### src/rtl/cpu_ctrl_core.sv
// ============================================================================
// Module   : cpu_ctrl_core
// Brief    : Control decode, 8:1 common-bus mux and ALU for the 8-bit
//            accumulator CPU; owns only the E (link) and halted flags.
// Revision : 1.0 - initial release
// ============================================================================
`default_nettype none

module cpu_ctrl_core #(
  parameter int DATA_W = 8,
  parameter int ADDR_W = 4
) (
  input  logic              clk,
  input  logic              reset,
  input  logic [7:0]        T,
  input  logic [7:0]        IR,
  input  logic [ADDR_W-1:0] AR_DATA,
  input  logic [ADDR_W-1:0] PC_DATA,
  input  logic [DATA_W-1:0] DR_DATA,
  input  logic [DATA_W-1:0] AC_DATA,
  input  logic [DATA_W-1:0] TR_DATA,
  input  logic [DATA_W-1:0] MEMORY_DATA,
  input  logic [DATA_W-1:0] X_DATA,
  output logic              load_AR,
  output logic              load_PC,
  output logic              load_DR,
  output logic              load_AC,
  output logic              load_IR,
  output logic              load_TR,
  output logic              clear_AR,
  output logic              clear_PC,
  output logic              clear_DR,
  output logic              clear_AC,
  output logic              clear_TR,
  output logic              inc_AR,
  output logic              inc_PC,
  output logic              inc_DR,
  output logic              inc_AC,
  output logic              inc_TR,
  output logic              seq_counter_RESET,
  output logic              memory_read,
  output logic              memory_write,
  output logic [2:0]        bus_selectors,
  output logic              alu_enable,
  output logic [2:0]        alu_mode,
  output logic [DATA_W-1:0] bus_out,
  output logic [DATA_W-1:0] alu_result,
  output logic              E,
  output logic              halted
);

  localparam logic [2:0] SEL_ALU = 3'd0;
  localparam logic [2:0] SEL_AR  = 3'd1;
  localparam logic [2:0] SEL_PC  = 3'd2;
  localparam logic [2:0] SEL_DR  = 3'd3;
  localparam logic [2:0] SEL_AC  = 3'd4;
  localparam logic [2:0] SEL_IR  = 3'd5;
  localparam logic [2:0] SEL_TR  = 3'd6;
  localparam logic [2:0] SEL_MEM = 3'd7;

  localparam logic [2:0] ALU_ADD = 3'b000;
  localparam logic [2:0] ALU_SUB = 3'b001;
  localparam logic [2:0] ALU_AND = 3'b010;
  localparam logic [2:0] ALU_OR  = 3'b011;
  localparam logic [2:0] ALU_XOR = 3'b100;
  localparam logic [2:0] ALU_CMA = 3'b101;
  localparam logic [2:0] ALU_SHL = 3'b110;
  localparam logic [2:0] ALU_SHR = 3'b111;

  logic [3:0]        w_op;
  logic              w_active;
  logic              w_hlt;
  logic [DATA_W:0]   w_sum;
  logic [DATA_W:0]   w_diff;
  logic [DATA_W-1:0] w_alu_raw;
  logic              w_carry;
  logic              w_e_load;

  assign w_op = IR[7:4];
  // Malformed timing, reset or halt all collapse to "idle and rewind SC".
  assign w_active = reset && !halted && $onehot(T);

  always_comb begin
    load_AR = 1'b0; load_PC = 1'b0; load_DR = 1'b0;
    load_AC = 1'b0; load_IR = 1'b0; load_TR = 1'b0;
    clear_AR = 1'b0; clear_PC = 1'b0; clear_DR = 1'b0;
    clear_AC = 1'b0; clear_TR = 1'b0;
    inc_AR = 1'b0; inc_PC = 1'b0; inc_DR = 1'b0;
    inc_AC = 1'b0; inc_TR = 1'b0;
    seq_counter_RESET = 1'b0;
    memory_read   = 1'b0;
    memory_write  = 1'b0;
    bus_selectors = SEL_ALU;
    alu_enable    = 1'b0;
    alu_mode      = ALU_ADD;
    w_hlt         = 1'b0;
    if (!w_active) begin
      seq_counter_RESET = 1'b1;
    end else if (T[0]) begin
      bus_selectors = SEL_PC;
      load_AR       = 1'b1;
    end else if (T[1]) begin
      memory_read   = 1'b1;
      bus_selectors = SEL_MEM;
      load_IR       = 1'b1;
      inc_PC        = 1'b1;
    end else if (T[2]) begin
      bus_selectors = SEL_IR;
      load_AR       = 1'b1;
    end else if (T[3]) begin
      case (w_op)
        4'h0, 4'h1, 4'h2, 4'h3, 4'h4, 4'h5, 4'h8: begin
          memory_read   = 1'b1;
          bus_selectors = SEL_MEM;
          load_DR       = 1'b1;
        end
        4'h6: begin
          bus_selectors     = SEL_AC;
          memory_write      = 1'b1;
          seq_counter_RESET = 1'b1;
        end
        4'h7: begin
          bus_selectors     = SEL_AR;
          load_PC           = 1'b1;
          seq_counter_RESET = 1'b1;
        end
        4'h9: begin
          clear_AC          = 1'b1;
          seq_counter_RESET = 1'b1;
        end
        4'hA, 4'hC, 4'hD: begin
          alu_enable        = 1'b1;
          alu_mode          = (w_op == 4'hA) ? ALU_CMA : {2'b11, w_op[0]};
          bus_selectors     = SEL_ALU;
          load_AC           = 1'b1;
          seq_counter_RESET = 1'b1;
        end
        4'hB: begin
          inc_AC            = 1'b1;
          seq_counter_RESET = 1'b1;
        end
        4'hE: begin
          inc_PC            = (AC_DATA == '0);
          seq_counter_RESET = 1'b1;
        end
        default: begin
          w_hlt             = 1'b1;
          seq_counter_RESET = 1'b1;
        end
      endcase
    end else if (T[4]) begin
      case (w_op)
        4'h0, 4'h1, 4'h2, 4'h3, 4'h4: begin
          alu_enable = 1'b1;
          case (w_op)
            4'h0:    alu_mode = ALU_AND;
            4'h1:    alu_mode = ALU_ADD;
            4'h2:    alu_mode = ALU_SUB;
            4'h3:    alu_mode = ALU_OR;
            default: alu_mode = ALU_XOR;
          endcase
          bus_selectors     = SEL_ALU;
          load_AC           = 1'b1;
          seq_counter_RESET = 1'b1;
        end
        4'h5: begin
          bus_selectors     = SEL_DR;
          load_AC           = 1'b1;
          seq_counter_RESET = 1'b1;
        end
        4'h8: inc_DR = 1'b1;
        default: ;
      endcase
    end else if (T[5]) begin
      // ISZ: DR was incremented at T4, so this zero test sees the new value.
      if (w_op == 4'h8) begin
        bus_selectors     = SEL_DR;
        memory_write      = 1'b1;
        inc_PC            = (DR_DATA == '0);
        seq_counter_RESET = 1'b1;
      end
    end
  end

  assign w_sum  = {1'b0, AC_DATA} + {1'b0, DR_DATA};
  assign w_diff = {1'b0, AC_DATA} + {1'b0, ~DR_DATA} + {{DATA_W{1'b0}}, 1'b1};

  always_comb begin
    w_alu_raw = '0;
    w_carry   = 1'b0;
    w_e_load  = 1'b0;
    case (alu_mode)
      ALU_ADD: begin w_alu_raw = w_sum[DATA_W-1:0];  w_carry = w_sum[DATA_W];  w_e_load = 1'b1; end
      ALU_SUB: begin w_alu_raw = w_diff[DATA_W-1:0]; w_carry = w_diff[DATA_W]; w_e_load = 1'b1; end
      ALU_AND: w_alu_raw = AC_DATA & DR_DATA;
      ALU_OR:  w_alu_raw = AC_DATA | DR_DATA;
      ALU_XOR: w_alu_raw = AC_DATA ^ DR_DATA;
      ALU_CMA: w_alu_raw = ~AC_DATA;
      ALU_SHL: begin w_alu_raw = {AC_DATA[DATA_W-2:0], 1'b0}; w_carry = AC_DATA[DATA_W-1]; w_e_load = 1'b1; end
      default: begin w_alu_raw = {1'b0, AC_DATA[DATA_W-1:1]}; w_carry = AC_DATA[0];        w_e_load = 1'b1; end
    endcase
  end

  assign alu_result = alu_enable ? w_alu_raw : '0;

  always_comb begin
    case (bus_selectors)
      SEL_ALU: bus_out = alu_enable ? alu_result : X_DATA;
      SEL_AR:  bus_out = {{(DATA_W-ADDR_W){1'b0}}, AR_DATA};
      SEL_PC:  bus_out = {{(DATA_W-ADDR_W){1'b0}}, PC_DATA};
      SEL_DR:  bus_out = DR_DATA;
      SEL_AC:  bus_out = AC_DATA;
      SEL_IR:  bus_out = IR;
      SEL_TR:  bus_out = TR_DATA;
      default: bus_out = MEMORY_DATA;
    endcase
  end

  always_ff @(posedge clk or negedge reset) begin
    if (!reset) begin
      E      <= 1'b0;
      halted <= 1'b0;
    end else begin
      if (alu_enable && w_e_load) E <= w_carry;
      if (w_hlt) halted <= 1'b1;
    end
  end

endmodule

`default_nettype wire

### config.mk
export PLATFORM = sky130hd
export DESIGN_NAME = cpu_ctrl_core
export DESIGN_NICKNAME = d
export VERILOG_FILES = /design/src/rtl/cpu_ctrl_core.sv
export SDC_FILE = /design/constraint.sdc
export NUM_CORES = 1
export LEC_CHECK = 0
export CAP_MARGIN = 20
export CORE_MARGIN = 2
export CORE_UTILIZATION = 50
export CTS_CLUSTER_SIZE = 8
export DETAILED_ROUTE_END_ITERATION = 10
export PLACE_DENSITY = 0.89
export REMOVE_ABC_BUFFERS = 1
export SLEW_MARGIN = 25
export SYNTH_ARGS = -nofsm -noshare
export SYNTH_HDL_FRONTEND = slang
export SYNTH_SLANG_ARGS = --single-unit
### constraint.sdc
create_clock -name clk -period 15.6 [get_ports clk]
set_input_delay 1.56 -clock clk [delete_from_list [all_inputs] [get_ports clk]]
set_output_delay 1.56 -clock clk [all_outputs]
set_load 0.01 [all_outputs]
# Word level (Yosys, flattened, before mapping)
# Cells that the tools add are included.
[word_totals]
ff_bits = 2
in_bits = 66
out_inout_bits = 44
[classes]
n_addsub = 10
n_eq_ne = 27
mux = 112
bitwise = 5
n_reduce_logical = 15
[op_table]
columns = ["op", "count"]
rows = [
  ["case mux 8 bit (7 select lines)", 2],
  ["2-to-1 mux 1 bit", 87],
  ["2-to-1 mux 3 bit", 14],
  ["== test 4 bit, second input constant", 7],
  ["adder 8 x 8 -> 9 bit", 2],
  ["== test 3 bit, second input constant", 6],
  ["== test 4 x 3 -> 1 bit, second input constant", 4],
  ["logical NOT 8 bit", 2],
  ["2-to-1 mux 8 bit", 2],
  ["inverter 8 bit", 2],
  ["OR reduction 15 bit", 1],
  ["== test 3 x 2 -> 1 bit, second input constant", 4],
  ["case mux 3 bit (4 select lines)", 1],
  ["adder 9 x 1 -> 9 bit, second input constant", 1],
  ["case mux 3 bit (3 select lines)", 1],
  ["adder 1 x 1 -> 2 bit", 4],
  ["bitwise AND 8 bit", 1],
  ["== test 4 x 1 -> 1 bit, second input constant", 2],
  ["== test 4 x 2 -> 1 bit, second input constant", 2],
  ["2-to-1 mux 2 bit", 4],
  ["OR 8 bit", 1],
  ["bitwise XOR 8 bit", 1],
  ["OR reduction 7 bit", 1],
  ["adder 2 x 2 -> 3 bit", 2],
  ["11 further kinds", 15],
]

# Logic depth before layout (Yosys ltp)
[depth]
word_depth = 14
depth_mapped = 20
ltp_nobuf = 18

# Worst setup path before layout
# Ideal clock, no wire load.
[synth_path]
path_kind = "input to output"
from = "in T[0]"
to = "out bus_out[5]"
arrival_ns = 5.927
slack_ns = 8.113
path_stages = 18
path_buffers = 2
path_cell_list = "clkbuf_1 > inv_1 > fa_1 > fa_1 > fa_1 > inv_1 > ha_1 > inv_1 > fa_1 > nand2b_1 > o21a_1 > a2111o_1 > buf_6 > o2111ai_2 > o221ai_2 > o311a_1 > o21a_1 > o22a_1"
[synth_via]
elab_chain_len = 11
[synth_rtl]
columns = ["element", "line", "source"]
rows = [
  ["from (decl)", "15", "input logic [7:0] T,"],
  ["adder 1 x 1 -> 2 bit (implied by the code)", "81", "assign w_active = reset && !halted && $onehot(T);"],
  ["adder 2 x 2 -> 3 bit (implied by the code)", "81", ""],
  ["adder 3 x 3 -> 4 bit (implied by the code)", "81", ""],
  ["== test 4 x 1 -> 1 bit", "81", ""],
  ["logical AND 1 bit", "81", ""],
  ["2-to-1 mux 3 bit", "97", "if (!w_active) begin"],
  ["== test 3 bit (tied with other cells)", "192", "case (alu_mode)"],
  ["case mux 8 bit (7 select lines)", "192", ""],
  ["2-to-1 mux 8 bit *", "204", "assign alu_result = alu_enable ? w_alu_raw : '0;"],
  ["via alu_result[5]", "47", "output logic [DATA_W-1:0] alu_result,"],
  ["2-to-1 mux 8 bit *", "208", "SEL_ALU: bus_out = alu_enable ? alu_result : X_DATA;"],
  ["case mux 8 bit (7 select lines) *", "207", "case (bus_selectors)"],
  ["to (decl)", "46", "output logic [DATA_W-1:0] bus_out,"],
]
# Mark *: on every way through the listed nets, which the timed path passes. The rest lies on a longest branch.

# Final worst setup path
[layout_path]
from = "in T[3]"
to = "out bus_out[2]"
[layout_via]
elab_chain_len = 11
[layout_rtl]
columns = ["element", "line"]
rows = [
  ["adder 1 x 1 -> 2 bit (implied by the code)", "81"],
  ["adder 2 x 2 -> 3 bit (implied by the code)", "81"],
  ["adder 3 x 3 -> 4 bit (implied by the code)", "81"],
  ["== test 4 x 1 -> 1 bit", "81"],
  ["logical AND 1 bit", "81"],
  ["2-to-1 mux 3 bit", "97"],
  ["== test 3 bit (tied with other cells)", "192"],
  ["case mux 8 bit (7 select lines)", "192"],
  ["2-to-1 mux 8 bit", "204"],
  ["2-to-1 mux 8 bit", "208"],
  ["case mux 8 bit (7 select lines) *", "207"],
]
# Every way passes the cells marked *; elsewhere a longest branch is shown, timed or not.

==> qor.yml <==
hpwl_mm: 9.211
diodes: 0
die_h_microns: 80.34
finalInstanceArea_sq_mm: 0.003859
setup-violations-final: 0
placed_area_sq_mm: 0.003817
synth-edff-count: 0
fill_cells: 478
ys.flop_type: "dfrtp_1"
layout-drive-gt1-share_pct: 5.534
relSlewSlack_pct: 47.14
tightest_slew_ns: 0.7868
critPathCaptureType: "output port"
cp_max_fo: 15
cts_max_path_buffers: 2
cts_made_buffers: 3
synthCells: 430
initial_core_util_pct: 52.28
antenna_found_initial: 0
drtIter0Drc: 544
finalCritPeriodShare_pct: 65.79
worst-setup-path-type: "in -> out"
first_pass_iters: 5
drv_cap: 0
max_freq_mhz: 97.44
clk_pin_slew_ns: 0.03
rows: 27
cts_sinks: 2
grt_pass1_wl_mm: 18.93
clkLatencyLatePin_ns: 0.23
wirelength_mm: 12.07
cp_data_arrival_time_ns: 8.70
area_growth_pct: 32.42
postCtsSetupBuffers: 0
drv_slew: 0
layout_common_cells: "94 x clkdlybuf4s50_1, 41 x inv_1, 38 x a21oi_1, 38 x nand2_1"
final_common_cell: "clkdlybuf4s50_1"
route.detailed.drc: 0
ios: 110
ant_nets: 0
outcome: "completed"
synthArstFlopShare_pct: 100.0
leakage_nw: 1.570
routed_via_density: 6.858
total_power_mw: 0.1609
grt_overflow: 0
grt_max_degree: 19
cts_hold_buf: 0
gr-usage-all-layers_pct: 37.54
synth_cell_types: 75
cts-htree-levels: 1
place.gp.congestion: 0.9869
first_global_vias: 3756
crit_top_cell: "fa_1"
die_x_microns: 80.34
finalHoldViolations: 0
avgSynthCellArea_sq_um: 6.777
yosysWarnings: 0
fin_setup_tns_ns: 0
yosysSeqAreaShare_pct: 1.717
cp_cell_sequence: "clkdlybuf4s50_1 -> clkinv_1 -> fa_1 -> fa_1 -> fa_1 -> inv_1 -> ha_1 -> inv_1 -> fa_1 -> nand4b_1 -> nor3_1 -> nand2_1 -> inv_1 -> nand2_1 -> o31ai_1 -> a31oi_1 -> a2111oi_0 -> nor2_1 -> clkdlybuf4s50_1"
hp-class: "reg -> reg"
p_per_area_mw_per_mm2: 41.70
vias: 3964
start_kind: "input pin"
final_nets: 608
critical-path-max-stage-delay_ns: 0.87
die-area_sq_mm: 0.006455
cts_root_buffer: "clkbuf_8"
cts_tree: "done"
wl_per_cell_microns: 20.87
critPathRequiredTime_ns: 14.04
rsz0062_at_grt: "false"
ys_ff_latch: 2
critPathSlowestCell: "clkdlybuf4s50_1"
skew_ns: 0.008658
finalCriticalPeriod_ns: 10.26
synth_area_sq_mm: 0.002914
cts_resized: 0
peakVddDrop_uv: 29.18
port_buffers: 94
fp.coreArea_sq_mm: 0.005574
-- cells by family (layout without fill, tap and decap cells) --
| group | Yosys count | in the layout | share of synthesized area [%] |
|---|---|---|---|
| xor gates and xnor gates | 5 | 5 | 1.503 |
| DFF | 2 | 2 | 1.718 |
| buffers and inverters | 77 | 147 | 12.37 |
| other | 1 | 7 | 0.1287 |
| muxes | 3 | 3 | 1.031 |
| adders and majority gates | 34 | 34 | 16.14 |
| AOI/OAI and AO/OA | 170 | 170 | 41.56 |
| and+or+nand+nor | 138 | 138 | 25.55 |
-- critical path: cells and delay by family --
family	cells	cell delay, ns
AO/OA/AOI/OAI	3	1.04
adder cells (fa/ha/maj)	5	2.21
buffers and inverters	6	2.40
AND/OR/NAND/NOR	5	1.47
-- routing by layer --
metal  global-route usage, %  up-vias  part of all wire, %  routed length (microns)
met2                   61.92      346                   44                     5366
met4                   15.08        0                  4.3                      522
met3                   4.831       63                   12                     1427
met5                       0        -                    0                        0
met1                   49.16     1796                   39                     4749
li1                        -     1759                    -                        -
-- cell usage after synthesis (all sizes together), types with 7 or more instances --
library cell,instances,area [sq um]
nand2,39,148.9
and2,8,50.05
o21a,7,52.55
o2111ai,7,73.82
nand3,18,95.09
inv,42,157.7
ha,28,350.3
o31ai,9,67.56
buf,25,165.2
nor2,17,63.81
a21oi,38,190.2
o21ai,31,155.1
nor4,12,81.33
a31oi,9,56.30
nor3,13,65.06
clkbuf,8,30.03
-- where the power goes --
group	switching, mW	internal (mW)	total [mW]
combinational	0.0720	0.0595	0.132
sequential	0.000651	0.00634	0.00699
clock	0.00594	0.0165	0.0224
total	0.0786	0.0823	0.161
-- path summary, 6_finish.rpt --
path	from	slack, ns	cells after the start	to
max	T[3]	5.34	19	bus_out[2]
min	E	0.53	2	E
max reg2reg	halted	12.89	7	E
min reg2reg	E	0.53	2	E
max in group asynchronous	reset	13.91	1	halted
min in group asynchronous	reset	1.53	1	E
-- registers in the layout (all words and copies together) (netlist names) --
register	flops
E	1
halted	1
-- cell type report --
cell class	count	area (sq um)	share of cell area [%]
Clock buffer	3	41.29	1.070
Sequential cell	2	50.05	1.297
Timing Repair Buffer	100	985.9	25.55
Tap cell	72	90.09	2.335
Inverter	44	165.2	4.280
Multi-Input combinational cell	357	2526	65.47
-- per-stage QoR --
step / hold WS, ns / std cells / util [%] / setup slack (ns)
final: 0.5314 / 578 / 69.23 / 5.337
after global routing: 0.5648 / 578 / 69.23 / 4.882
after CTS: 0.5340 / 578 / 69.23 / 5.545
after detailed placement: 0.5254 / 575 / 68.48 / 5.571
after global placement: 0.5159 / 575 / 68.48 / 5.684
after floorplan: 0.5380 / 403 / - / 7.847
No activity file was read; power rests on OpenSTA's default activity.
